==> src/rtl/pokemon_pkg.sv <==
// Shared definitions for the Pokemon duel match sequencer: state and
// winner encodings, datapath widths and the health-comparison helper.
package pokemon_pkg;

    typedef enum logic [2:0] {
        ST_IDLE       = 3'd0,
        ST_CLEAR      = 3'd1,
        ST_COUNTDOWN  = 3'd2,
        ST_FIGHT      = 3'd3,
        ST_ROUND_END  = 3'd4,
        ST_MATCH_OVER = 3'd5
    } match_state_t;

    typedef enum logic [1:0] {
        WIN_NONE  = 2'b00,
        WIN_CHAR  = 2'b01,
        WIN_SQUIR = 2'b10,
        WIN_DRAW  = 2'b11
    } winner_t;

    localparam int MAX_HP  = 100;
    localparam int HP_W    = $clog2(MAX_HP + 1);
    localparam int TIMER_W = 10;
    localparam int SCORE_W = 3;

    // Timeout verdict: the healthier player takes the round, a tie is a draw.
    function automatic winner_t health_winner(input logic [HP_W-1:0] hp_char,
                                              input logic [HP_W-1:0] hp_squir);
        if (hp_char > hp_squir) begin
            return WIN_CHAR;
        end
        if (hp_char < hp_squir) begin
            return WIN_SQUIR;
        end
        return WIN_DRAW;
    endfunction

endpackage

==> src/rtl/tick_counter.sv <==
// Loadable down-counter advanced by the game-rate tick. done fires on the
// tick that takes the count from 1 to 0, so a load of N gives N ticks.
module tick_counter #(
    parameter int WIDTH = 10
) (
    input  logic             clk,
    input  logic             reset_n,
    input  logic             load,
    input  logic [WIDTH-1:0] load_value,
    input  logic             run,
    input  logic             tick,
    output logic [WIDTH-1:0] count,
    output logic             done
);

    logic [WIDTH-1:0] count_reg;

    // Load has priority; otherwise count down on ticks while running, holding at 0.
    always_ff @(posedge clk) begin
        if (!reset_n) begin
            count_reg <= '0;
        end else if (load) begin
            count_reg <= load_value;
        end else if (run && tick && (count_reg != '0)) begin
            count_reg <= count_reg - 1'b1;
        end
    end

    assign count = count_reg;
    assign done  = run && tick && (count_reg == WIDTH'(1));

endmodule

==> src/rtl/pokemon_match_ctrl.sv <==
// Match sequencer: title -> clear -> countdown -> fight -> round result loop,
// control gating for both players and best-of-N scoring.
module pokemon_match_ctrl
    import pokemon_pkg::*;
#(
    parameter int CLEAR_CYCLES   = 4,
    parameter int COUNT_STEPS    = 3,
    parameter int TICKS_PER_STEP = 20,
    parameter int ROUND_TICKS    = 600,
    parameter int END_TICKS      = 40,
    parameter int ROUNDS_TO_WIN  = 2,
    parameter int MAX_ROUNDS     = 5
) (
    input  logic       clk,
    input  logic       reset_n,
    input  logic       tick,
    input  logic       start_btn,
    input  logic       char_alive,
    input  logic       squir_alive,
    input  logic [6:0] health_char,
    input  logic [6:0] health_squir,
    input  logic [2:0] p1_ctrl,
    input  logic [2:0] p2_ctrl,
    output logic [2:0] p1_ctrl_g,
    output logic [2:0] p2_ctrl_g,
    output logic       logic_clear,
    output logic [2:0] state,
    output logic [1:0] countdown,
    output logic [9:0] round_timer,
    output logic [2:0] score_char,
    output logic [2:0] score_squir,
    output logic [1:0] round_winner,
    output logic [1:0] match_winner
);

    localparam int CLR_W   = (CLEAR_CYCLES > 1) ? $clog2(CLEAR_CYCLES) : 1;
    localparam int NUM_TC  = 3;
    localparam int TC_STEP = 0;   // countdown digit duration
    localparam int TC_FGT  = 1;   // fight time limit, also the visible round_timer
    localparam int TC_HOLD = 2;   // round-result display hold

    match_state_t state_reg, state_next;
    winner_t      fight_result, match_result;

    logic [CLR_W-1:0]   clr_cnt_reg, clr_cnt_next;
    logic               logic_clear_reg, logic_clear_next;
    logic [2:0]         p1_ctrl_g_reg, p1_ctrl_g_next;
    logic [2:0]         p2_ctrl_g_reg, p2_ctrl_g_next;
    logic [1:0]         countdown_reg, countdown_next;
    logic [SCORE_W-1:0] score_char_reg, score_char_next;
    logic [SCORE_W-1:0] score_squir_reg, score_squir_next;
    logic [SCORE_W-1:0] round_cnt_reg, round_cnt_next;
    winner_t            round_winner_reg, round_winner_next;
    winner_t            match_winner_reg, match_winner_next;

    logic [NUM_TC-1:0]              tc_load, tc_run, tc_done;
    logic [NUM_TC-1:0][TIMER_W-1:0] tc_value, tc_count;

    assign tc_value[TC_STEP] = TIMER_W'(TICKS_PER_STEP);
    assign tc_value[TC_FGT]  = TIMER_W'(ROUND_TICKS);
    assign tc_value[TC_HOLD] = TIMER_W'(END_TICKS);

    assign tc_run[TC_STEP] = (state_reg == ST_COUNTDOWN);
    assign tc_run[TC_FGT]  = (state_reg == ST_FIGHT);
    assign tc_run[TC_HOLD] = (state_reg == ST_ROUND_END);

    // The step timer also reloads between digits, except after the last one.
    assign tc_load[TC_STEP] = ((state_reg != ST_COUNTDOWN) && (state_next == ST_COUNTDOWN))
                           || (tc_done[TC_STEP] && (countdown_reg != 2'd1));
    assign tc_load[TC_FGT]  = (state_reg != ST_FIGHT) && (state_next == ST_FIGHT);
    assign tc_load[TC_HOLD] = (state_reg != ST_ROUND_END) && (state_next == ST_ROUND_END);

    generate
        for (genvar gi = 0; gi < NUM_TC; gi++) begin : g_tc
            tick_counter #(.WIDTH(TIMER_W)) u_tick_counter (
                .clk        (clk),
                .reset_n    (reset_n),
                .load       (tc_load[gi]),
                .load_value (tc_value[gi]),
                .run        (tc_run[gi]),
                .tick       (tick),
                .count      (tc_count[gi]),
                .done       (tc_done[gi])
            );
        end
    endgenerate

    // The step and hold timers are only observed through their done flags.
    logic unused_counts;
    assign unused_counts = ^{tc_count[TC_STEP], tc_count[TC_HOLD]};

    // Round verdict, in priority order; deaths outrank a coinciding timeout.
    always_comb begin
        fight_result = WIN_NONE;
        if (state_reg == ST_FIGHT) begin
            if (!char_alive && !squir_alive) begin
                fight_result = WIN_DRAW;
            end else if (!squir_alive) begin
                fight_result = WIN_CHAR;
            end else if (!char_alive) begin
                fight_result = WIN_SQUIR;
            end else if (tc_done[TC_FGT]) begin
                fight_result = health_winner(health_char, health_squir);
            end
        end
    end

    // Match verdict from the already-updated scores and round count.
    always_comb begin
        match_result = WIN_NONE;
        if (score_char_reg == SCORE_W'(ROUNDS_TO_WIN)) begin
            match_result = WIN_CHAR;
        end else if (score_squir_reg == SCORE_W'(ROUNDS_TO_WIN)) begin
            match_result = WIN_SQUIR;
        end else if (round_cnt_reg == SCORE_W'(MAX_ROUNDS)) begin
            if (score_char_reg > score_squir_reg) begin
                match_result = WIN_CHAR;
            end else if (score_char_reg < score_squir_reg) begin
                match_result = WIN_SQUIR;
            end else begin
                match_result = WIN_DRAW;
            end
        end
    end

    // State register.
    always_ff @(posedge clk) begin
        if (!reset_n) begin
            state_reg <= ST_IDLE;
        end else begin
            state_reg <= state_next;
        end
    end

    // Next-state selection.
    always_comb begin
        state_next = state_reg;
        case (state_reg)
            ST_IDLE, ST_MATCH_OVER: begin
                if (start_btn) state_next = ST_CLEAR;
            end
            ST_CLEAR: begin
                if (clr_cnt_reg == CLR_W'(CLEAR_CYCLES - 1)) state_next = ST_COUNTDOWN;
            end
            ST_COUNTDOWN: begin
                if (tc_done[TC_STEP] && (countdown_reg == 2'd1)) state_next = ST_FIGHT;
            end
            ST_FIGHT: begin
                if (fight_result != WIN_NONE) state_next = ST_ROUND_END;
            end
            ST_ROUND_END: begin
                if (tc_done[TC_HOLD]) begin
                    state_next = (match_result != WIN_NONE) ? ST_MATCH_OVER : ST_CLEAR;
                end
            end
            default: state_next = ST_IDLE;
        endcase
    end

    // Next values of the registered outputs and scoring state.
    always_comb begin
        clr_cnt_next      = (state_reg == ST_CLEAR) ? clr_cnt_reg + 1'b1 : '0;
        logic_clear_next  = (state_next == ST_CLEAR);
        p1_ctrl_g_next    = (state_next == ST_FIGHT) ? p1_ctrl : 3'b000;
        p2_ctrl_g_next    = (state_next == ST_FIGHT) ? p2_ctrl : 3'b000;
        countdown_next    = countdown_reg;
        score_char_next   = score_char_reg;
        score_squir_next  = score_squir_reg;
        round_cnt_next    = round_cnt_reg;
        round_winner_next = round_winner_reg;
        match_winner_next = match_winner_reg;

        if ((state_reg != ST_COUNTDOWN) && (state_next == ST_COUNTDOWN)) begin
            countdown_next = 2'(COUNT_STEPS);
        end else if (tc_done[TC_STEP]) begin
            countdown_next = countdown_reg - 2'd1;
        end

        if (((state_reg == ST_IDLE) || (state_reg == ST_MATCH_OVER)) && (state_next == ST_CLEAR)) begin
            score_char_next   = '0;
            score_squir_next  = '0;
            round_cnt_next    = '0;
            round_winner_next = WIN_NONE;
            match_winner_next = WIN_NONE;
        end

        if ((state_reg == ST_ROUND_END) && (state_next == ST_CLEAR)) begin
            round_winner_next = WIN_NONE;
        end

        if (fight_result != WIN_NONE) begin
            round_winner_next = fight_result;
            round_cnt_next    = round_cnt_reg + 1'b1;
            if ((fight_result == WIN_CHAR) && (score_char_reg != SCORE_W'(ROUNDS_TO_WIN))) begin
                score_char_next = score_char_reg + 1'b1;
            end
            if ((fight_result == WIN_SQUIR) && (score_squir_reg != SCORE_W'(ROUNDS_TO_WIN))) begin
                score_squir_next = score_squir_reg + 1'b1;
            end
        end

        if ((state_reg == ST_ROUND_END) && (state_next == ST_MATCH_OVER)) begin
            match_winner_next = match_result;
        end
    end

    // Output and scoring registers.
    always_ff @(posedge clk) begin
        if (!reset_n) begin
            clr_cnt_reg      <= '0;
            logic_clear_reg  <= 1'b0;
            p1_ctrl_g_reg    <= 3'b000;
            p2_ctrl_g_reg    <= 3'b000;
            countdown_reg    <= 2'd0;
            score_char_reg   <= '0;
            score_squir_reg  <= '0;
            round_cnt_reg    <= '0;
            round_winner_reg <= WIN_NONE;
            match_winner_reg <= WIN_NONE;
        end else begin
            clr_cnt_reg      <= clr_cnt_next;
            logic_clear_reg  <= logic_clear_next;
            p1_ctrl_g_reg    <= p1_ctrl_g_next;
            p2_ctrl_g_reg    <= p2_ctrl_g_next;
            countdown_reg    <= countdown_next;
            score_char_reg   <= score_char_next;
            score_squir_reg  <= score_squir_next;
            round_cnt_reg    <= round_cnt_next;
            round_winner_reg <= round_winner_next;
            match_winner_reg <= match_winner_next;
        end
    end

    assign state        = state_reg;
    assign logic_clear  = logic_clear_reg;
    assign p1_ctrl_g    = p1_ctrl_g_reg;
    assign p2_ctrl_g    = p2_ctrl_g_reg;
    assign countdown    = countdown_reg;
    assign round_timer  = tc_count[TC_FGT];
    assign score_char   = score_char_reg;
    assign score_squir  = score_squir_reg;
    assign round_winner = round_winner_reg;
    assign match_winner = match_winner_reg;

endmodule

==> config.mk <==
export PLATFORM = sky130hd
export DESIGN_NAME = pokemon_match_ctrl
export DESIGN_NICKNAME = d
export VERILOG_FILES = /design/src/rtl/pokemon_pkg.sv /design/src/rtl/tick_counter.sv /design/src/rtl/pokemon_match_ctrl.sv
export SDC_FILE = /design/constraint.sdc
export NUM_CORES = 1
export LEC_CHECK = 0
export ABC_AREA = 1
export CAP_MARGIN = 25
export CORE_MARGIN = 1.5
export CORE_UTILIZATION = 48
export DETAILED_ROUTE_END_ITERATION = 8
export PLACE_DENSITY_LB_ADDON = 0.15
export SLEW_MARGIN = 30
export SYNTH_ARGS = -nofsm -noshare
export SYNTH_HDL_FRONTEND = slang
export SYNTH_HIERARCHICAL = 1
export SYNTH_SLANG_ARGS = --single-unit
export TNS_END_PERCENT = 50
==> constraint.sdc <==
create_clock -name clk -period 6.8 [get_ports clk]
set_input_delay 1.36 -clock clk [delete_from_list [all_inputs] [get_ports clk]]
set_output_delay 1.36 -clock clk [all_outputs]
set_load 0.02 [all_outputs]
==> results.sh, run 1 <==
export IMPL_via_count_of_the_first_global_routing_pass=3541
export IMPL_syn_cell_area_um2=3960
export IMPL_hold_class="reg -> reg"
export IMPL_grt_start_max_net_pins=17
export IMPL_hold_worst_slack_ns=0.438
export IMPL_cts_repair_resized=0
export IMPL_synth_top_cells_by_count="nand2_1 (147), nor2_1 (78), inv_1 (65), nand3_1 (62), dfxtp_1 (57)"
export IMPL_timing_critical_path_from="health_squir[2]"
export IMPL_synth_seq_area_share_pct=28.8
export IMPL_final_nets=733
export IMPL_vias=3921
export IMPL_r2r_start="state[0]$_SDFF_PN0_"
export IMPL_globalRouteOverflowTotal=0
export IMPL_worst_ir_drop_vdd_uv=90.4
export IMPL_detail_route_vias_per_cell=4.96
export IMPL_synth_area_per_cell_um2=6.68
export IMPL_yosys_top_cells_area="dfxtp_1 (29%), nand2_1 (14%), nand3_1 (7.8%)"
export IMPL_top_level_ports=58
export IMPL_final_period_minus_worst_setup_slack_ns=3.47
export IMPL_timing_final_crit_share_pct=51.0
export IMPL_finalNonFillerCells=790
export IMPL_detail_route_drc_violations=0
export IMPL_cp_required_ns=7.08
export IMPL_cts_max_path_buffers=2
export IMPL_avgRoutedWirePerCell_um=11.5
export IMPL_total_negative_slack_ns=0
export IMPL_detail_route_first_pass_iterations=5
export IMPL_dp_worst_setup_slack_ns=2.84
export IMPL_hold_violations=0
export IMPL_synth_largest_type_area_fraction_pct=28.8
export IMPL_crit_fanout=16
export IMPL_grt_util_all_layers_pct=22.1
export IMPL_achievable_frequency_mhz=288
export IMPL_synth_seq_cells=57
export IMPL_synth_edff_count=0
export IMPL_floorplan_core_area_um2=7850
export IMPL_totalWireLength_um=9080
export IMPL_critical_path_endpoint="g_tc[2].u_tick_counter/count[9]$_SDFFE_PN0P_"
export IMPL_cts_inserted_buffers=9
export IMPL_yosysWarningCount=6
export IMPL_leakage_nw=2.23
export IMPL_r2r_end="g_tc[2].u_tick_counter/count[9]$_SDFFE_PN0P_"
export IMPL_tritoncts="built"
export IMPL_ys_flop_type="dfxtp_1"
export IMPL_port_buffers=57
export IMPL_critPathKind="in -> reg"
export IMPL_maxSlewHeadroom_pct=58.1
export IMPL_antennaDiodeCount=0
export IMPL_critPathCaptureType="register"
export IMPL_yosysMostFrequentCell="nand2_1"
export IMPL_timing_max_cap_violations=0
export IMPL_setup_repair_after_global_routing_missed_its_margin="no"
export IMPL_tritoncts_num_sinks=57
export IMPL_area_growth_syn_to_layout_pct=23.3
export IMPL_setup_violations_final=0
export IMPL_final_wtd_congestion=0.884
export IMPL_slew_violations=0
export IMPL_dp_hpwl_um=6810
export IMPL_synth_top_area_cell="dfxtp_1"
export IMPL_design_die_area_um2=8800
export IMPL_synth_cell_types=36
export IMPL_dp_cells=774
export IMPL_crit_path_start_kind="primary input"
export IMPL_die_width_um=93.8
export IMPL_clk_latency_worst_skew_pair_ns=0.34
export IMPL_clock_tree_root_cell="clkbuf_8"
export IMPL_detailedRoute_firstIterationViolations=138
export IMPL_pwr_density_cell_nw_per_um2=143
export IMPL_antenna_found_initial=0
export IMPL_nFillCells=746
export IMPL_flip_flop_count_of_the_largest_register_all_copies_and_words_added=30
export IMPL_async_reset_ff_share_pct=0
export IMPL_grt_pass1_wl_um=15500
export IMPL_outcome="finished clean"
export IMPL_syn_inst=593
export IMPL_chipHeight_um=93.8
export IMPL_std_cell_rows=32
export IMPL_tightestPinTransition_ns=0.628
export IMPL_critPathArrivalTime_ns=3.75
export IMPL_clkSlewWorstSetupHoldPaths_ns=0.07
export IMPL_post_route_cells_drive_above_1_share_pct=13.1
export IMPL_htree_num_levels=3
export IMPL_rrSetupSlack_ns=4.04
export IMPL_timing_final_ws_setup_ns=3.33
export IMPL_floorplan_initialDensity_pct=50.5
export IMPL_finalClockSkew_ns=0.00820
export IMPL_worst_r2r_cell_count=17
export IMPL_cts_post_setup_buffers_inserted=0
export IMPL_cts_hold_buf=0
export IMPL_antenna_left=0
[through the flow]
stage / power [W] / util (%) / cell area, um2
after floorplan: 0.000385 / - / 4070
after global placement: 0.000411 / 59.9 / 4700
after detailed placement: 0.000412 / 59.9 / 4700
after CTS: 0.000708 / 62.2 / 4880
after global routing: 0.000728 / 62.2 / 4880
final: 0.000697 / 62.2 / 4880
[logic make-up (layout without fill, tap and decap cells)]
family          count (synthesis)  after routing  synth area share (%)
buf+inv                        89            156                  10.1
simple gates                  351            351                  42.1
compound gates                 63             63                  9.67
xor+xnor                        7              7                  1.55
other cells                     2             30                 0.190
flops                          57             57                  28.8
fa+ha+maj                      24             24                  7.58
[how the worst min path moves through the flow]
| stage | from | cells after the start | slack (ns) | end |
|---|---|---|---|---|
| global placement | clr_cnt_reg[0]$_SDFF_PN0_ | 1 | 0.42 | clr_cnt_reg[0]$_SDFF_PN0_ |
| floorplan | clr_cnt_reg[0]$_SDFF_PN0_ | 1 | 0.41 | clr_cnt_reg[0]$_SDFF_PN0_ |
| detailed placement | clr_cnt_reg[0]$_SDFF_PN0_ | 1 | 0.44 | clr_cnt_reg[0]$_SDFF_PN0_ |
| CTS | clr_cnt_reg[0]$_SDFF_PN0_ | 1 | 0.44 | clr_cnt_reg[0]$_SDFF_PN0_ |
| finish | clr_cnt_reg[0]$_SDFF_PN0_ | 1 | 0.44 | clr_cnt_reg[0]$_SDFF_PN0_ |
| global route | clr_cnt_reg[0]$_SDFF_PN0_ | 1 | 0.45 | clr_cnt_reg[0]$_SDFF_PN0_ |
[cell type report]
cell class	instances	area (um2)	area share, %
Multi-Input combinational cell	475	2520	51.7
Tap cell	102	128	2.61
Timing Repair Buffer	58	578	11.8
Sequential cell	57	1140	23.4
Inverter	82	330	6.76
Clock inverter	5	30.0	0.615
Clock buffer	11	151	3.10
[report_power, final]
part	leakage [nW]	switching [W]	total [W]	internal (W)
Sequential	0.460	0.00000211	0.000338	0.000336
Clock	0.0911	0.000142	0.000292	0.000150
Combinational	1.68	0.0000370	0.0000669	0.0000298
[cells in the final DEF (no fill, tap or decap), drive strengths merged]
master | Yosys | final
and3 | 1 | 1
dfxtp | 57 | 57
o21bai | 3 | 3
or2 | 1 | 1
clkdlybuf4s50 | 0 | 57
nand3 | 69 | 69
clkinvlp | 0 | 2
o21ai | 21 | 21
buf | 6 | 1
nand2 | 159 | 159
a31oi | 2 | 2
nor3 | 10 | 10
a21oi | 35 | 35
conb | 2 | 30
xor2 | 6 | 6
nor2 | 101 | 101
o221ai | 1 | 1
ha | 24 | 24
a21o | 1 | 1
clkbuf | 1 | 11
nand4 | 10 | 10
xnor2 | 1 | 1
clkinv | 0 | 3
inv | 82 | 82
[worst max-delay path, stage by stage]
cell and delay (ns):
clkdlybuf4s50_1 0.45, inv_1 0.04, ha_1 0.29, nand2_1 0.08, inv_2 0.04, nand2_1 0.04
nand2_1 0.05, nand2_1 0.05, nand2_1 0.06, nand3_1 0.07, nand2_1 0.10, nand2_1 0.13
nand2_1 0.33, inv_8 0.23, nand3_2 0.16, nor2_1 0.14, nor2_1 0.05, nor2_1 0.07
[per-layer routing]
layer	share of wire, %	wire (um)	vias to the layer above	track usage [%]
li1	-	-	2049	-
met4	1.7	155	0	8.96
met1	48	4380	1778	28.4
met2	46	4170	79	35.9
met5	0	0	-	0
met3	4.2	377	15	4.85
Note: power is estimated with default switching activity, not from simulation.
==> inputs of run 2 (changes only) <==
==> constraint.sdc (replaced) <==
create_clock -name clk -period 2.8 [get_ports clk]
set_input_delay 0.56 -clock clk [delete_from_list [all_inputs] [get_ports clk]]
set_output_delay 0.56 -clock clk [all_outputs]
set_load 0.02 [all_outputs]
==> run 2 against run 1 <==
Count of clock-buffer cells in the layout increased by 3. Largest power group unchanged. Non-clock buffer count increased by 7. Sequential share of layout area decreased by 0.38 points. Critical path type unchanged. Wire length about the same. Highest routed layer unchanged. Via count decreased by 2.8%. Critical endpoint unchanged.
==> results.sh, run 2 (same netlist as run 1, synthesis figures left out) <==
export IMPL_worst_ir_drop_vdd_uv=230
export IMPL_final_period_minus_worst_setup_slack_ns=2.47
export IMPL_most_frequent_standard_cell_in_the_layout_excluding_fill_and_tap_cells="nand2_1"
export IMPL_detail_route_vias_per_cell=4.79
export IMPL_tritoncts="built"
export IMPL_htree_num_levels=3
export IMPL_critPathMaxStageDelay_ns=0.45
export IMPL_std_cell_rows=32
export IMPL_dp_cells=781
export IMPL_worst_r2r_cell_count=17
export IMPL_cts_inserted_buffers=9
export IMPL_floorplan_initialDensity_pct=50.5
export IMPL_layout_core_utilization_pct=63.3
export IMPL_maxSlewHeadroom_pct=63.5
export IMPL_final_nets=740
export IMPL_cp_num_buf_inv=3
export IMPL_finalPower_w=0.00175
export IMPL_design_die_area_um2=8800
export IMPL_totalWireLength_um=9080
export IMPL_crit_path_start_kind="primary input"
export IMPL_p_int_w=0.00133
export IMPL_cts_repair_resized=0
export IMPL_area_growth_syn_to_layout_pct=25.4
export IMPL_clock_tree_root_cell="clkbuf_8"
export IMPL_globalRouteMet2Util_pct=37.8
export IMPL_power_net_switching_w=0.000425
export IMPL_leakage_nw=2.28
export IMPL_antennaDiodeCount=0
export IMPL_cts_max_path_buffers=2
export IMPL_r2r_end="g_tc[2].u_tick_counter/count[9]$_SDFFE_PN0P_"
export IMPL_mostFrequentLayoutCells="nand2_1 (147), nor2_1 (78), inv_1 (65)"
export IMPL_antenna_found_initial=0
export IMPL_cts_post_setup_buffers_inserted=0
export IMPL_setup_violations_final=0
export IMPL_gr_usage_met1_pct=28.7
export IMPL_achievable_frequency_mhz=405
export IMPL_flip_flop_count_of_the_largest_register_all_copies_and_words_added=30
export IMPL_power_share_sequential_pct=46.9
export IMPL_grt_pass1_wl_um=15700
export IMPL_cp_depth=17
export IMPL_grtUsageMet3_pct=3.16
export IMPL_rrSetupSlack_ns=0.38
export IMPL_detailedRoute_firstIterationViolations=111
export IMPL_most_used_cell_cp="nand2_1"
export IMPL_port_buffers=57
export IMPL_crit_fanout=16
export IMPL_detail_route_first_pass_iterations=4
export IMPL_chipHeight_um=93.8
export IMPL_timing_final_crit_share_pct=88.2
export IMPL_slew_violations=0
export IMPL_vias=3811
export IMPL_critical_path_endpoint="g_tc[2].u_tick_counter/count[9]$_SDFFE_PN0P_"
export IMPL_top_level_ports=58
export IMPL_detail_route_drc_violations=0
export IMPL_finalNonFillerCells=796
export IMPL_timing_max_cap_violations=0
export IMPL_clk_latency_worst_skew_pair_ns=0.35
export IMPL_grt_busiest_layer="met2"
export IMPL_post_route_cells_drive_above_1_share_pct=13.7
export IMPL_cts_hold_buf=0
export IMPL_floorplan_core_area_um2=7850
export IMPL_dp_hpwl_um=6850
export IMPL_outcome="finished clean"
export IMPL_setup_repair_after_global_routing_missed_its_margin="no"
export IMPL_avgRoutedWirePerCell_um=11.4
export IMPL_clkSlewWorstSetupHoldPaths_ns=0.06
export IMPL_r2r_start="state[0]$_SDFF_PN0_"
export IMPL_antenna_left=0
export IMPL_power_frac_clock_pct=43.7
export IMPL_globalRouteOverflowTotal=0
export IMPL_die_width_um=93.8
export IMPL_hold_violations=0
export IMPL_grt_start_max_net_pins=17
export IMPL_via_count_of_the_first_global_routing_pass=3576
export IMPL_pwr_density_cell_nw_per_um2=353
export IMPL_tightestPinTransition_ns=0.546
export IMPL_list_of_cells_traversed_by_the_critical_path="clkdlybuf4s50_1 > inv_1 > ha_1 > nand2_1 > nor2_2 > nand2_1 > nand2_1 > nand2_1 > nand2_1 > nand2_2 > nand2_1 > nand2_1 > inv_8 > nand3_2 > nor2_1 > nor2_1 > nor2_1"
export IMPL_power_switching_fraction_pct=24.2
export IMPL_tritoncts_num_sinks=57
export IMPL_timing_critical_path_from="health_squir[6]"
export IMPL_final_wtd_congestion=0.841
export IMPL_hold_path_cell_count=1
export IMPL_critPathCaptureType="register"
export IMPL_share_comb_of_total_power_pct=9.4
export IMPL_grt_util_all_layers_pct=22.4
export IMPL_cp_required_ns=3.08
export IMPL_critPathSlowestCell="clkdlybuf4s50_1"
export IMPL_finalClockSkew_ns=0.00713
export IMPL_hold_class="reg -> reg"
export IMPL_critPathArrivalTime_ns=2.75
export IMPL_critPathKind="in -> reg"
export IMPL_timing_critical_path_max_delay_family="simple AND/OR/NAND/NOR gates"
## run 2: power by group through the flow
stage	clock network, W	logic [W]	registers, W
detailed placement	0	0.000164	0.000840
global route	0.000829	0.000185	0.000822
CTS	0.000793	0.000165	0.000821
floorplan	0	0.0000925	0.000843
global placement	0	0.000160	0.000839
finish	0.000767	0.000165	0.000822
## run 2: metrics by stage
step | instance area, um2 | worst slack (ns) | hold slack, ns | setup TNS (ns)
final | 4960 | 0.329 | 0.442 | 0
after global routing | 4960 | 0.0909 | 0.469 | 0
after CTS | 4960 | 0.334 | 0.438 | 0
after detailed placement | 4760 | -0.0137 | 0.428 | -0.0229
after global placement | 4760 | 0.0339 | 0.419 | 0
after floorplan | 4070 | 0.321 | 0.408 | 0
## run 2: area by class of cell
class                      instances  area (um2)
fill                             744        2880
multi-input combinational        475        2520
sequential                        57        1140
timing repair buffer              65         643
inverter                          82         330
clock buffer                      14         193
tap                              102         128
clock inverter                     1        7.51
## run 2: how the worst min path moves through the flow
stage                                    from                         to  slack, ns
floorplan           clr_cnt_reg[0]$_SDFF_PN0_  clr_cnt_reg[0]$_SDFF_PN0_       0.41
global placement    clr_cnt_reg[0]$_SDFF_PN0_  clr_cnt_reg[0]$_SDFF_PN0_       0.42
detailed placement  clr_cnt_reg[0]$_SDFF_PN0_  clr_cnt_reg[0]$_SDFF_PN0_       0.43
CTS                 clr_cnt_reg[0]$_SDFF_PN0_  clr_cnt_reg[0]$_SDFF_PN0_       0.44
global route        clr_cnt_reg[0]$_SDFF_PN0_  clr_cnt_reg[0]$_SDFF_PN0_       0.47
finish              clr_cnt_reg[0]$_SDFF_PN0_  clr_cnt_reg[0]$_SDFF_PN0_       0.44
## run 2: routing by layer
layer,share of wire (%),vias up
li1,-,2056
met1,47,1660
met2,46,83
met3,5.7,12
met4,1.6,0
met5,0,-
==> inputs of run 3 (changes only) <==
--- a/config.mk
+++ b/config.mk
@@ -6,7 +6,7 @@
 export NUM_CORES = 1
 export LEC_CHECK = 0
 export ABC_AREA = 1
-export CAP_MARGIN = 25
+export ABC_CLOCK_PERIOD_IN_PS = 2800
 export CORE_MARGIN = 1.5
 export CORE_UTILIZATION = 48
 export DETAILED_ROUTE_END_ITERATION = 8
==> results of run 3 <==
No change in the layout: final DEF, timing and power equal those of run 2.
